## src/rtl/debounce_sync_pkg.sv

```systemverilog
// Shared definitions for the debounce/synchronizer stage.
// State encodings and defaults used by the RTL, benches and neighbouring stages.
package debounce_sync_pkg;

    typedef enum logic [1:0] {
        IDLE_LO = 2'd0,
        CHK_HI  = 2'd1,
        IDLE_HI = 2'd2,
        CHK_LO  = 2'd3
    } db_state_t;

    localparam int DEF_SYNC_STAGES = 2;
    localparam int DEF_STABLE_CNT  = 10;
    localparam int DEF_CNT_W       = 4;

    function automatic logic is_checking(db_state_t st);
        return (st == CHK_HI) || (st == CHK_LO);
    endfunction

endpackage

```

## src/rtl/debounce_sync_sync_chain.sv

```systemverilog
// Plain flop chain bringing an asynchronous level into the clk domain.
// All stages clear to 0 on synchronous reset.
module sync_chain #(
    parameter int SYNC_STAGES = 2
) (
    input  logic clk,
    input  logic reset,
    input  logic d_in,
    output logic d_out
);

    logic [SYNC_STAGES-1:0] chain_q;
    logic [SYNC_STAGES-1:0] chain_d;

    assign chain_d = {chain_q[SYNC_STAGES-2:0], d_in};

    // shift the raw level through the synchronizer stages
    always_ff @(posedge clk) begin
        if (reset) begin
            chain_q <= '0;
        end else begin
            chain_q <= chain_d;
        end
    end

    assign d_out = chain_q[SYNC_STAGES-1];

endmodule

```

## src/rtl/debounce_sync.sv

```systemverilog
// Debouncer: synchronizer plus stability-counter FSM with rise/fall strobes.
// A new level must be seen STABLE_CNT consecutive cycles before d_clean follows.
module debounce_sync
    import debounce_sync_pkg::*;
#(
    parameter int SYNC_STAGES = DEF_SYNC_STAGES,
    parameter int STABLE_CNT  = DEF_STABLE_CNT,
    parameter int CNT_W       = DEF_CNT_W
) (
    input  logic clk,
    input  logic reset,
    input  logic d_raw,
    output logic d_clean,
    output logic rise,
    output logic fall,
    output logic busy
);

    localparam logic [CNT_W-1:0] LAST = CNT_W'(STABLE_CNT - 1);

    logic             s;
    db_state_t        state_q, state_d;
    logic [CNT_W-1:0] cnt_q, cnt_d;
    logic             d_clean_q, d_clean_d;
    logic             rise_q, rise_d;
    logic             fall_q, fall_d;
    logic             busy_q, busy_d;

    sync_chain #(
        .SYNC_STAGES(SYNC_STAGES)
    ) u_sync (
        .clk  (clk),
        .reset(reset),
        .d_in (d_raw),
        .d_out(s)
    );

    // next state: qualify a level change, any return to the old level restarts
    always_comb begin
        state_d   = state_q;
        cnt_d     = cnt_q;
        d_clean_d = d_clean_q;
        rise_d    = 1'b0;
        fall_d    = 1'b0;
        case (state_q)
            IDLE_LO: begin
                if (s) begin
                    state_d = CHK_HI;
                    cnt_d   = CNT_W'(1);
                end
            end
            CHK_HI: begin
                if (!s) begin
                    state_d = IDLE_LO;
                    cnt_d   = '0;
                end else if (cnt_q == LAST) begin
                    state_d   = IDLE_HI;
                    d_clean_d = 1'b1;
                    rise_d    = 1'b1;
                    cnt_d     = '0;
                end else begin
                    cnt_d = cnt_q + CNT_W'(1);
                end
            end
            IDLE_HI: begin
                if (!s) begin
                    state_d = CHK_LO;
                    cnt_d   = CNT_W'(1);
                end
            end
            CHK_LO: begin
                if (s) begin
                    state_d = IDLE_HI;
                    cnt_d   = '0;
                end else if (cnt_q == LAST) begin
                    state_d   = IDLE_LO;
                    d_clean_d = 1'b0;
                    fall_d    = 1'b1;
                    cnt_d     = '0;
                end else begin
                    cnt_d = cnt_q + CNT_W'(1);
                end
            end
            default: begin
                state_d = IDLE_LO;
                cnt_d   = '0;
            end
        endcase
        busy_d = is_checking(state_d);
    end

    // state, counter and registered outputs
    always_ff @(posedge clk) begin
        if (reset) begin
            state_q   <= IDLE_LO;
            cnt_q     <= '0;
            d_clean_q <= 1'b0;
            rise_q    <= 1'b0;
            fall_q    <= 1'b0;
            busy_q    <= 1'b0;
        end else begin
            state_q   <= state_d;
            cnt_q     <= cnt_d;
            d_clean_q <= d_clean_d;
            rise_q    <= rise_d;
            fall_q    <= fall_d;
            busy_q    <= busy_d;
        end
    end

    assign d_clean = d_clean_q;
    assign rise    = rise_q;
    assign fall    = fall_q;
    assign busy    = busy_q;

endmodule
```

## config.mk

```make
export PLATFORM = sky130hd
export DESIGN_NAME = debounce_sync
export DESIGN_NICKNAME = d
export VERILOG_FILES = /design/src/rtl/debounce_sync_pkg.sv /design/src/rtl/debounce_sync_sync_chain.sv /design/src/rtl/debounce_sync.sv
export SDC_FILE = /design/constraint.sdc
export NUM_CORES = 1
export LEC_CHECK = 0
export ABC_AREA = 0
export CAP_MARGIN = 25
export CELL_PAD_IN_SITES_DETAIL_PLACEMENT = 1
export CELL_PAD_IN_SITES_GLOBAL_PLACEMENT = 1
export CORE_MARGIN = 3
export CORE_UTILIZATION = 40
export CTS_BUF_LIST = sky130_fd_sc_hd__clkbuf_2
export DETAILED_ROUTE_END_ITERATION = 10
export PLACE_DENSITY = 0.85
export SLEW_MARGIN = 15
export SYNTH_ARGS = -nofsm -noshare
export SYNTH_HDL_FRONTEND = slang
export SYNTH_SLANG_ARGS = --single-unit
```

## constraint.sdc

```tcl
create_clock -name clk -period 3.1 [get_ports clk]
set_input_delay 0.62 -clock clk [delete_from_list [all_inputs] [get_ports clk]]
set_output_delay 0.62 -clock clk [all_outputs]
set_load 0.02 [all_outputs]
```

Word level (Yosys, flattened, before mapping)
Index checks and enable logic that the tools add are counted.
- equal/unequal tests: 12
- bitwise logic cells: 3
- reductions and logical operators: 7
- multiplexer cells: 19
- add/sub/neg operators: 1
- operator list (cell ; number):
    $mux 4 ; 5
    $pmux 4 s4 ; 1
    $mux 2 ; 6
    $ne 2x2->1 const B ; 4
    $pmux 2 s4 ; 1
    $eq 2x2->1 const B ; 3
    $reduce_or 3->1 ; 2
    $mux 1 ; 5
    $reduce_and 5->1 ; 1
    $add 4x1->4 const B ; 1
    $eq 2x1->1 const B ; 2
    $eq 4x4->1 const B ; 1
    $ne 2x1->1 const B ; 2
    $not 1->1 ; 3
    $logic_not 2->1 ; 1
    $pmux 1 s2 ; 1
    $reduce_and 2->1 ; 1
    $reduce_bool 2->1 ; 1
    $logic_or 1x1->1 ; 1
- input bits: 3
- bits in registers: 12
- output and inout bits: 4

Logic depth before layout (Yosys ltp)
Gate-level depths: netlist of run 1.
- word-level depth: 6
- depth in mapped cells: 5
- mapped depth without buffers: 5

Modules after synthesis
Synthesis of run 1 repeated with hierarchy kept, for this count alone.
- cells, all modules: 54
- area, all modules: 530.5 um^2
- modules (own cells, without submodules) (module ; instances ; cells an instance ; sequential area each (um^2) ; area each (um^2)):
    debounce_sync ; 1 ; 50 ; 200.2 ; 478.0
    sync_chain ; 1 ; 4 ; 40.0 ; 52.6

Worst setup path before layout of run 1
No wires, ideal clock.
- path type: input to register
- start: input port reset
- end: register cnt_q[3]
- data arrival time: 1214 ps
- setup slack: 1813 ps
- buffers on the path: 0
- stages: 3
- required time: 3027 ps
- cells stage by stage: or2b_1 -> or3_1 -> o211ai_2
- RTL lines (what ; line ; RTL):
    from (decl) ; debounce_sync.sv:11 ; input logic reset,
    to (signal assigned) ; debounce_sync.sv:103 ; cnt_q <= cnt_d;
    to (decl) ; debounce_sync.sv:23 ; logic [CNT_W-1:0] cnt_q, cnt_d;

Final worst setup path of run 1
- start: register d_clean_q, in the netlist d_clean
- end: output port d_clean
- RTL lines (what ; line ; RTL):
    from (decl) ; debounce_sync.sv:24 ; logic d_clean_q, d_clean_d;
    from (signal assigned) ; debounce_sync.sv:104 ; d_clean_q <= d_clean_d;
    to (decl) ; debounce_sync.sv:13 ; output logic d_clean,
No word-level cell between the ends.

==> metrics.log, run 1 <==
[metrics] number of buffer and inverter instances along the worst setup path: 1
[metrics] data required time of the worst path: 2.48 ns
[metrics] final hold slack: 0.460 ns
[metrics] timing-limited maximum frequency: 541 MHz
[metrics] number of buffers added to fix hold violations after cts: 0
[metrics] main combinational cell family by area after synthesis: simple AND/OR/NAND/NOR gates
[metrics] die span in y: 42.2 um
[metrics] boundary pin count: 7
[metrics] Total Die Area: 0.00178 mm^2
[metrics] Worst setup EP type: primary output
[metrics] Vias: 408
[metrics] critical-path cell with the highest stage delay: sky130_fd_sc_hd__clkdlybuf4s50_1
[metrics] cells resized by post-CTS repair: 0
[metrics] run status: completed
[metrics] setup repair after global routing missed its margin: false
[metrics] global-route wire length before repair: 1620 um
[metrics] proportion of synthesized flip-flops having asynchronous set or reset: 0%
[metrics] top cell type's share of synthesized area: 45.7%
[metrics] Cell Area, Synth: 526 um^2
[metrics] vias in the first global route: 373
[metrics] top post-synthesis cells by area: sky130_fd_sc_hd__dfxtp_1 (46%), sky130_fd_sc_hd__ha_1 (4.8%), sky130_fd_sc_hd__nor2_1 (3.6%)
[metrics] synthesized netlist cell count: 54
[metrics] xor and xnor fraction of the mapped netlist area: 3.33%
[metrics] cell type with the largest total area after synthesis: sky130_fd_sc_hd__dfxtp_1
[metrics] Yosys cell types: 28
[metrics] flops & latches, synth: 12
[metrics] multiplexer share of the synthesized area: 1.90%
[metrics] DRT Pass-1 Iters: 2
[metrics] htree depth: 1
[metrics] delay-heaviest family, CP: buffers and inverters
[metrics] minimum setup slack in the final design: 1.25 ns
[metrics] largest net degree at the start of global routing: 16
[metrics] clock sinks: 12
[metrics] headroom to the max-slew limit: 67.0%
[metrics] final antenna diode count: 0
[metrics] critical setup path kind: reg -> out
[metrics] Antenna Nets Post-Route: 0
[metrics] DP Wirelength: 734 um
[metrics] remaining global-route overflow: 0
[metrics] Clock Pin Slew Worst Setup and Hold Paths: 0.12 ns
[metrics] number of buffers inserted by port buffering: 6
[metrics] Vias/cell: 5.37
[metrics] count of warnings emitted by yosys: 0
[metrics] Clk Latency, worst-skew pair: 0.26 ns
[metrics] fraction of the core area covered by cells at the end of the flow: 52.1%
[metrics] Primary FF master, synth: sky130_fd_sc_hd__dfxtp_1
[metrics] pwr/cell area: 430 mW/mm^2
[metrics] Nets: 68
[metrics] worst-path cell chain: clkdlybuf4s50_1
[metrics] clk buf depth: 2
[metrics] proportion of synthesized chip area in sequential cells: 45.7%
[metrics] number of hold-slack violations in the final timing report: 0
[metrics] stage delay of the slowest cell on the critical path: 0.61 ns
[metrics] TritonCTS buffer count: 3
[metrics] Std-Cell Rows: 12
[metrics] arrival time of data at the critical path endpoint: 1.23 ns
[metrics] initial core utilization: 44.9%
[metrics] adder-cell area share of the yosys netlist: 4.76%
[metrics] area of the core: 0.00117 mm^2
[metrics] transition time at the pin with the least slew margin: 0.493 ns
[metrics] total negative setup slack: 0 ns
[metrics] share of post-route cells with drive strength above 1: 8.06%
[metrics] nets in the synthesized netlist: 59
[metrics] root buffer selected by CTS: sky130_fd_sc_hd__clkbuf_2
[metrics] post-detailed-routing wire length: 974 um
[metrics] chip width: 42.2 um
[metrics] number of antenna violations at the first check in global routing: 0
[metrics] post-detailed-route wirelength per cell: 12.8 um
[metrics] post-CTS repair timing setup buffer count: 0
[metrics] average footprint of a synthesized cell: 9.73 um^2
[metrics] area growth from synthesis to layout: 16.2%
[metrics] Worst Skew: 0.00262 ns
[metrics] number of enable flip-flop cells after synthesis: 0
[metrics] worst vdd ir: 0.248 mV
[metrics] highest fanout seen on the critical path: 3
[metrics] kind of path behind the tightest hold check: reg -> reg
[metrics] synthesized-area fraction occupied by ao, oa, aoi and oai cells: 10.0%
[metrics] static leakage power: 0.211 nW
[metrics] # Max-Cap Violations: 0
[metrics] DR DRC count: 0
[metrics] clock tree from TritonCTS: built
[metrics] post-layout minimum cycle time: 1.85 ns
[metrics] drt first-iter violations: 2
[metrics] Worst setup SP type: register
[metrics] final weighted congestion in routability-driven placement: 0.748
[metrics] number of pins with negative max-slew slack in the final report: 0
[metrics] worst setup timing slack at the placement stage: 0.992 ns
[metrics] GRT Resource Usage Total: 12.0%
[metrics] share of synthesized cell area in and, or, nand and nor gates: 30.0%
[metrics] final worst path period share: 59.7%
[metrics] final setup fails: 0
## kinds of logic (layout without fill, tap and decap cells)
| kind of cell | count (synthesis) | in the layout |
|---|---|---|
| adder cells (fa/ha/maj) | 2 | 2 |
| AO/OA/AOI/OAI | 6 | 6 |
| multiplexers | 1 | 1 |
| buffers and inverters | 5 | 13 |
| flip-flops | 12 | 12 |
| XOR/XNOR | 2 | 2 |
| AND/OR/NAND/NOR | 26 | 26 |
## layer usage
layer / track usage (%) / share of wire [%] / up-vias
li1: - / - / 211
met1: 15.8 / 51 / 189
met2: 17.6 / 45 / 6
met3: 3.86 / 3.2 / 2
met4: 5.59 / 0.62 / 0
met5: 0 / 0 / -
## flip-flops by register name, indices dropped and copies added, names as in the netlist
signal	flops
cnt_q	4
state_q	2
u_sync.chain_q	2
busy	1
d_clean	1
fall	1
rise	1
## report_power, final
group | leakage [nW] | internal [mW] | switching [mW]
sequential | 0.0975 | 0.158 | 0.00381
combinational | 0.0995 | 0.00900 | 0.0100
clock | 0.0140 | 0.0280 | 0.0538
## area by class of cell
class	count	area (um^2)
multi-input cells	37	263
inverters	3	11.3
clock inverters	1	3.75
flip-flops and latches	12	240
well taps	14	17.5
fillers	143	561
repair buffers	6	60.1
clock buffers	3	15.0
## Yosys cell counts, types with 2 or more instances
library cell and n:
sky130_fd_sc_hd__nand2_1 2, sky130_fd_sc_hd__nand4_1 2, sky130_fd_sc_hd__nor2b_1 2, sky130_fd_sc_hd__nor2_1 5, sky130_fd_sc_hd__nand3b_1 2, sky130_fd_sc_hd__ha_1 2
sky130_fd_sc_hd__nand3_1 3, sky130_fd_sc_hd__nor3_1 2, sky130_fd_sc_hd__dfxtp_1 12, sky130_fd_sc_hd__inv_1 3, sky130_fd_sc_hd__nand4b_1 2
## worst register-to-register path, delay by kind of cell, from the launching register on
family | cells | cell delay (ns)
AOI/OAI and AO/OA | 1 | 0.17
and+or+nand+nor | 2 | 0.48
DFF | 1 | 0.44
adders and majority gates | 1 | 0.21
## final timing paths
kind / to / from / cells after the start / slack, ns
max: d_clean / d_clean / 1 / 1.25
min: u_sync.chain_q[1] / u_sync.chain_q[0] / 1 / 0.46
max reg2reg: d_clean / cnt_q[0] / 4 / 1.72
min reg2reg: u_sync.chain_q[1] / u_sync.chain_q[0] / 1 / 0.46
## metrics by stage
stage | power, mW | instances | area (um^2)
5_1_grt | 0.275 | 76 | 611
6_report | 0.263 | 76 | 611
4_1_cts | 0.266 | 76 | 611
2_1_floorplan | 0.176 | 54 | 526
3_3_place_gp | 0.184 | 72 | 592
3_5_place_dp | 0.185 | 72 | 592
## layout by cell type (no fill, tap or decap)
| master | synthesis | layout |
|---|---|---|
| sky130_fd_sc_hd__dfxtp_1 | 12 | 12 |
| sky130_fd_sc_hd__clkdlybuf4s50_1 | 0 | 6 |
| sky130_fd_sc_hd__nor2_1 | 5 | 5 |
| sky130_fd_sc_hd__inv_1 | 3 | 3 |
| sky130_fd_sc_hd__nand3_1 | 3 | 3 |
| sky130_fd_sc_hd__clkbuf_2 | 0 | 3 |
| sky130_fd_sc_hd__nand4b_1 | 2 | 2 |
| sky130_fd_sc_hd__nand3b_1 | 2 | 2 |
| sky130_fd_sc_hd__nor3_1 | 2 | 2 |
| sky130_fd_sc_hd__nor2b_1 | 2 | 2 |
| sky130_fd_sc_hd__nand2_1 | 2 | 2 |
| sky130_fd_sc_hd__nand4_1 | 2 | 2 |
| sky130_fd_sc_hd__ha_1 | 2 | 2 |
| sky130_fd_sc_hd__nor4b_1 | 1 | 1 |
| sky130_fd_sc_hd__nor4_1 | 1 | 1 |
| sky130_fd_sc_hd__xnor2_1 | 1 | 1 |
| sky130_fd_sc_hd__xor2_1 | 1 | 1 |
| sky130_fd_sc_hd__a21oi_1 | 1 | 1 |
| sky130_fd_sc_hd__a2111oi_2 | 1 | 1 |
| sky130_fd_sc_hd__mux2i_1 | 1 | 1 |
| sky130_fd_sc_hd__nor4bb_1 | 1 | 1 |
| sky130_fd_sc_hd__o311ai_0 | 1 | 1 |
| sky130_fd_sc_hd__or2b_1 | 1 | 1 |
| sky130_fd_sc_hd__or4b_1 | 1 | 1 |
| sky130_fd_sc_hd__or3_1 | 1 | 1 |
| sky130_fd_sc_hd__o211ai_2 | 1 | 1 |
| sky130_fd_sc_hd__o21ai_0 | 1 | 1 |
| sky130_fd_sc_hd__a31oi_1 | 1 | 1 |
| sky130_fd_sc_hd__clkinv_1 | 0 | 1 |
Note: power is estimated with default switching activity, not from simulation.
==> run 2: changes to the inputs <==
CORE_UTILIZATION = 37   (was 40)
PLACE_DENSITY = 0.83   (was 0.85)
clock period = 1.6 ns   (was 3.1 ns; I/O delays follow)
==> run 2 against run 1 <==
Wire length grew 7.7%. First-iteration DRC count grew to 4.5 times the previous value. Final cell count up 2.6%. Largest power group unchanged. Cell area up 2.9%. Largest cell class unchanged. Power grew 94%. Setup slack worse by 1.2 ns.
==> metrics.log, run 2 (synthesized netlist as in run 1, its figures left out) <==
[metrics] Worst setup SP type: register
[metrics] chip width: 43.7 um
[metrics] Vias/cell: 5.55
[metrics] area growth from synthesis to layout: 19.5%
[metrics] clk buf depth: 2
[metrics] htree depth: 1
[metrics] headroom to the max-slew limit: 68.1%
[metrics] cell area after layout: 628 um^2
[metrics] cell area reported after detailed placement: 607 um^2
[metrics] post-layout minimum cycle time: 1.53 ns
[metrics] number of flip-flops under the largest register name: 4
[metrics] stage delay of the slowest cell on the critical path: 0.60 ns
[metrics] TritonCTS buffer count: 3
[metrics] DP Wirelength: 814 um
[metrics] # Max-Cap Violations: 0
[metrics] Nets: 70
[metrics] post-detailed-routing wire length: 1050 um
[metrics] worst reg-to-reg path cell count: 3
[metrics] final weighted congestion in routability-driven placement: 0.824
[metrics] initial core utilization: 43.2%
[metrics] remaining global-route overflow: 0
[metrics] final setup fails: 0
[metrics] number of buffers inserted by port buffering: 6
[metrics] destination of the worst register-to-register timing path: rise
[metrics] number of pins with negative max-slew slack in the final report: 0
[metrics] number of antenna violations at the first check in global routing: 0
[metrics] number of buffers added to fix hold violations after cts: 0
[metrics] critical setup path kind: reg -> out
[metrics] global-route wire length before repair: 1780 um
[metrics] total negative setup slack: 0 ns
[metrics] worst hold start: u_sync.chain_q[0]
[metrics] share of post-route cells with drive strength above 1: 10.9%
[metrics] area of the core: 0.00122 mm^2
[metrics] setup repair after global routing missed its margin: false
[metrics] static leakage power: 0.237 nW
[metrics] vias in the first global route: 410
[metrics] registers with the highest flip-flop counts: cnt_q x4, state_q x2, u_sync.chain_q x2
[metrics] Largest Register: cnt_q
[metrics] boundary pin count: 7
[metrics] kind of path behind the tightest hold check: reg -> reg
[metrics] data required time of the worst path: 1.28 ns
[metrics] most common cell after layout, fill and taps aside: sky130_fd_sc_hd__dfxtp_1
[metrics] delay-heaviest family, CP: buffers and inverters
[metrics] GRT Resource Usage Total: 13.0%
[metrics] DR DRC count: 0
[metrics] Clk Latency, worst-skew pair: 0.26 ns
[metrics] Std-Cell Rows: 12
[metrics] clock sinks: 12
[metrics] root buffer selected by CTS: sky130_fd_sc_hd__clkbuf_2
[metrics] transition time at the pin with the least slew margin: 0.477 ns
[metrics] DRT Pass-1 Iters: 4
[metrics] worst hold path endpoint: u_sync.chain_q[1]
[metrics] arrival time of data at the critical path endpoint: 1.21 ns
[metrics] Worst setup EP type: primary output
[metrics] Antenna Nets Post-Route: 0
[metrics] drt first-iter violations: 9
[metrics] Total Die Area: 0.00191 mm^2
[metrics] timing-limited maximum frequency: 655 MHz
[metrics] post-detailed-route wirelength per cell: 13.4 um
[metrics] largest net degree at the start of global routing: 9
[metrics] worst-path cell chain: clkdlybuf4s50_1
[metrics] worst vdd ir: 0.416 mV
[metrics] run status: completed
[metrics] r2r startpoint: cnt_q[0]
[metrics] number of buffer and inverter instances along the worst setup path: 1
[metrics] Vias: 433
[metrics] Hold Path Depth: 1
[metrics] Clock Pin Slew Worst Setup and Hold Paths: 0.12 ns
[metrics] Register-to-Register Setup Slack: 0.21 ns
[metrics] final worst path period share: 95.4%
[metrics] leading cell types in the layout, fill and taps excluded: sky130_fd_sc_hd__dfxtp_1 (12), sky130_fd_sc_hd__nor2_1 (5), sky130_fd_sc_hd__clkdlybuf4s50_1 (5)
[metrics] highest fanout seen on the critical path: 1
[metrics] number of hold-slack violations in the final timing report: 0
[metrics] Worst Skew: 0.00291 ns
[metrics] critical-path cell with the highest stage delay: sky130_fd_sc_hd__clkdlybuf4s50_1
[metrics] final antenna diode count: 0
[metrics] clock tree from TritonCTS: built
[metrics] Fillers: 146
[metrics] die span in y: 43.7 um
[metrics] pwr/cell area: 812 mW/mm^2
[run 2: changes by cell type in the layout (fill, tap and decap cells not counted), sizes merged]
cell / delta
buf: +2
clkdlybuf4s50: -1
dlymetal6s2s: +1
[run 2: metal layers]
layer	share of wire, %	vias up	global-route usage [%]
met2	46	9	19.8
li1	-	219	-
met4	0	0	5.42
met3	5.6	0	6.64
met1	48	205	15.3
met5	0	-	0
[run 2: layout make-up]
cell class,count,area (um^2),share of cell area (%)
Clock inverter,1,3.75,0.598
Tap cell,14,17.5,2.79
Multi-Input combinational cell,37,263,41.8
Inverter,3,11.3,1.79
Clock buffer,3,15.0,2.39
Timing Repair Buffer,8,77.6,12.4
Sequential cell,12,240,38.2
[run 2: power breakdown]
| group | leakage (nW) | internal, mW | total [mW] | switching [mW] |
|---|---|---|---|---|
| clock | 0.0140 | 0.0543 | 0.157 | 0.102 |
| sequential | 0.0975 | 0.306 | 0.313 | 0.00712 |
| combinational | 0.126 | 0.0201 | 0.0402 | 0.0200 |
| total | 0.237 | 0.381 | 0.510 | 0.130 |
[run 2: worst max path at each step]
stage,slack [ns],end,cells after the start,from
2_1_floorplan,0.36,cnt_q[3],4,u_sync.chain_q[1]
3_3_place_gp,0.1,cnt_q[3],4,reset
3_5_place_dp,0.08,cnt_q[3],4,reset
4_1_cts,0.02,d_clean,1,d_clean
5_1_grt,0.007,busy,1,busy
6_report,0.07,rise,1,rise
[run 2: repair_timing]
action | CTS | global route
setup endpoints to repair | 0 | 1
resized for setup | 0 | 1
setup buffers | 0 | 0
[run 2: per-stage QoR]
step | hold slack [ns] | power, mW | utilization (%) | instances | setup WS, ns
6_report | 0.462 | 0.510 | 51.6 | 78 | 0.0734
5_1_grt | 0.476 | 0.540 | 51.6 | 78 | 0.00657
4_1_cts | 0.468 | 0.520 | 51.4 | 78 | 0.0216
3_5_place_dp | 0.449 | 0.361 | 49.9 | 74 | 0.0758
3_3_place_gp | 0.419 | 0.360 | 49.9 | 74 | 0.0983
2_1_floorplan | 0.414 | 0.342 | - | 54 | 0.364
[run 2: worst reg2reg max path, delay by kind of cell (launching register included)]
| family | cells | cell delay [ns] |
|---|---|---|
| simple gates | 2 | 0.62 |
| flops | 1 | 0.44 |
| fa+ha+maj | 1 | 0.22 |
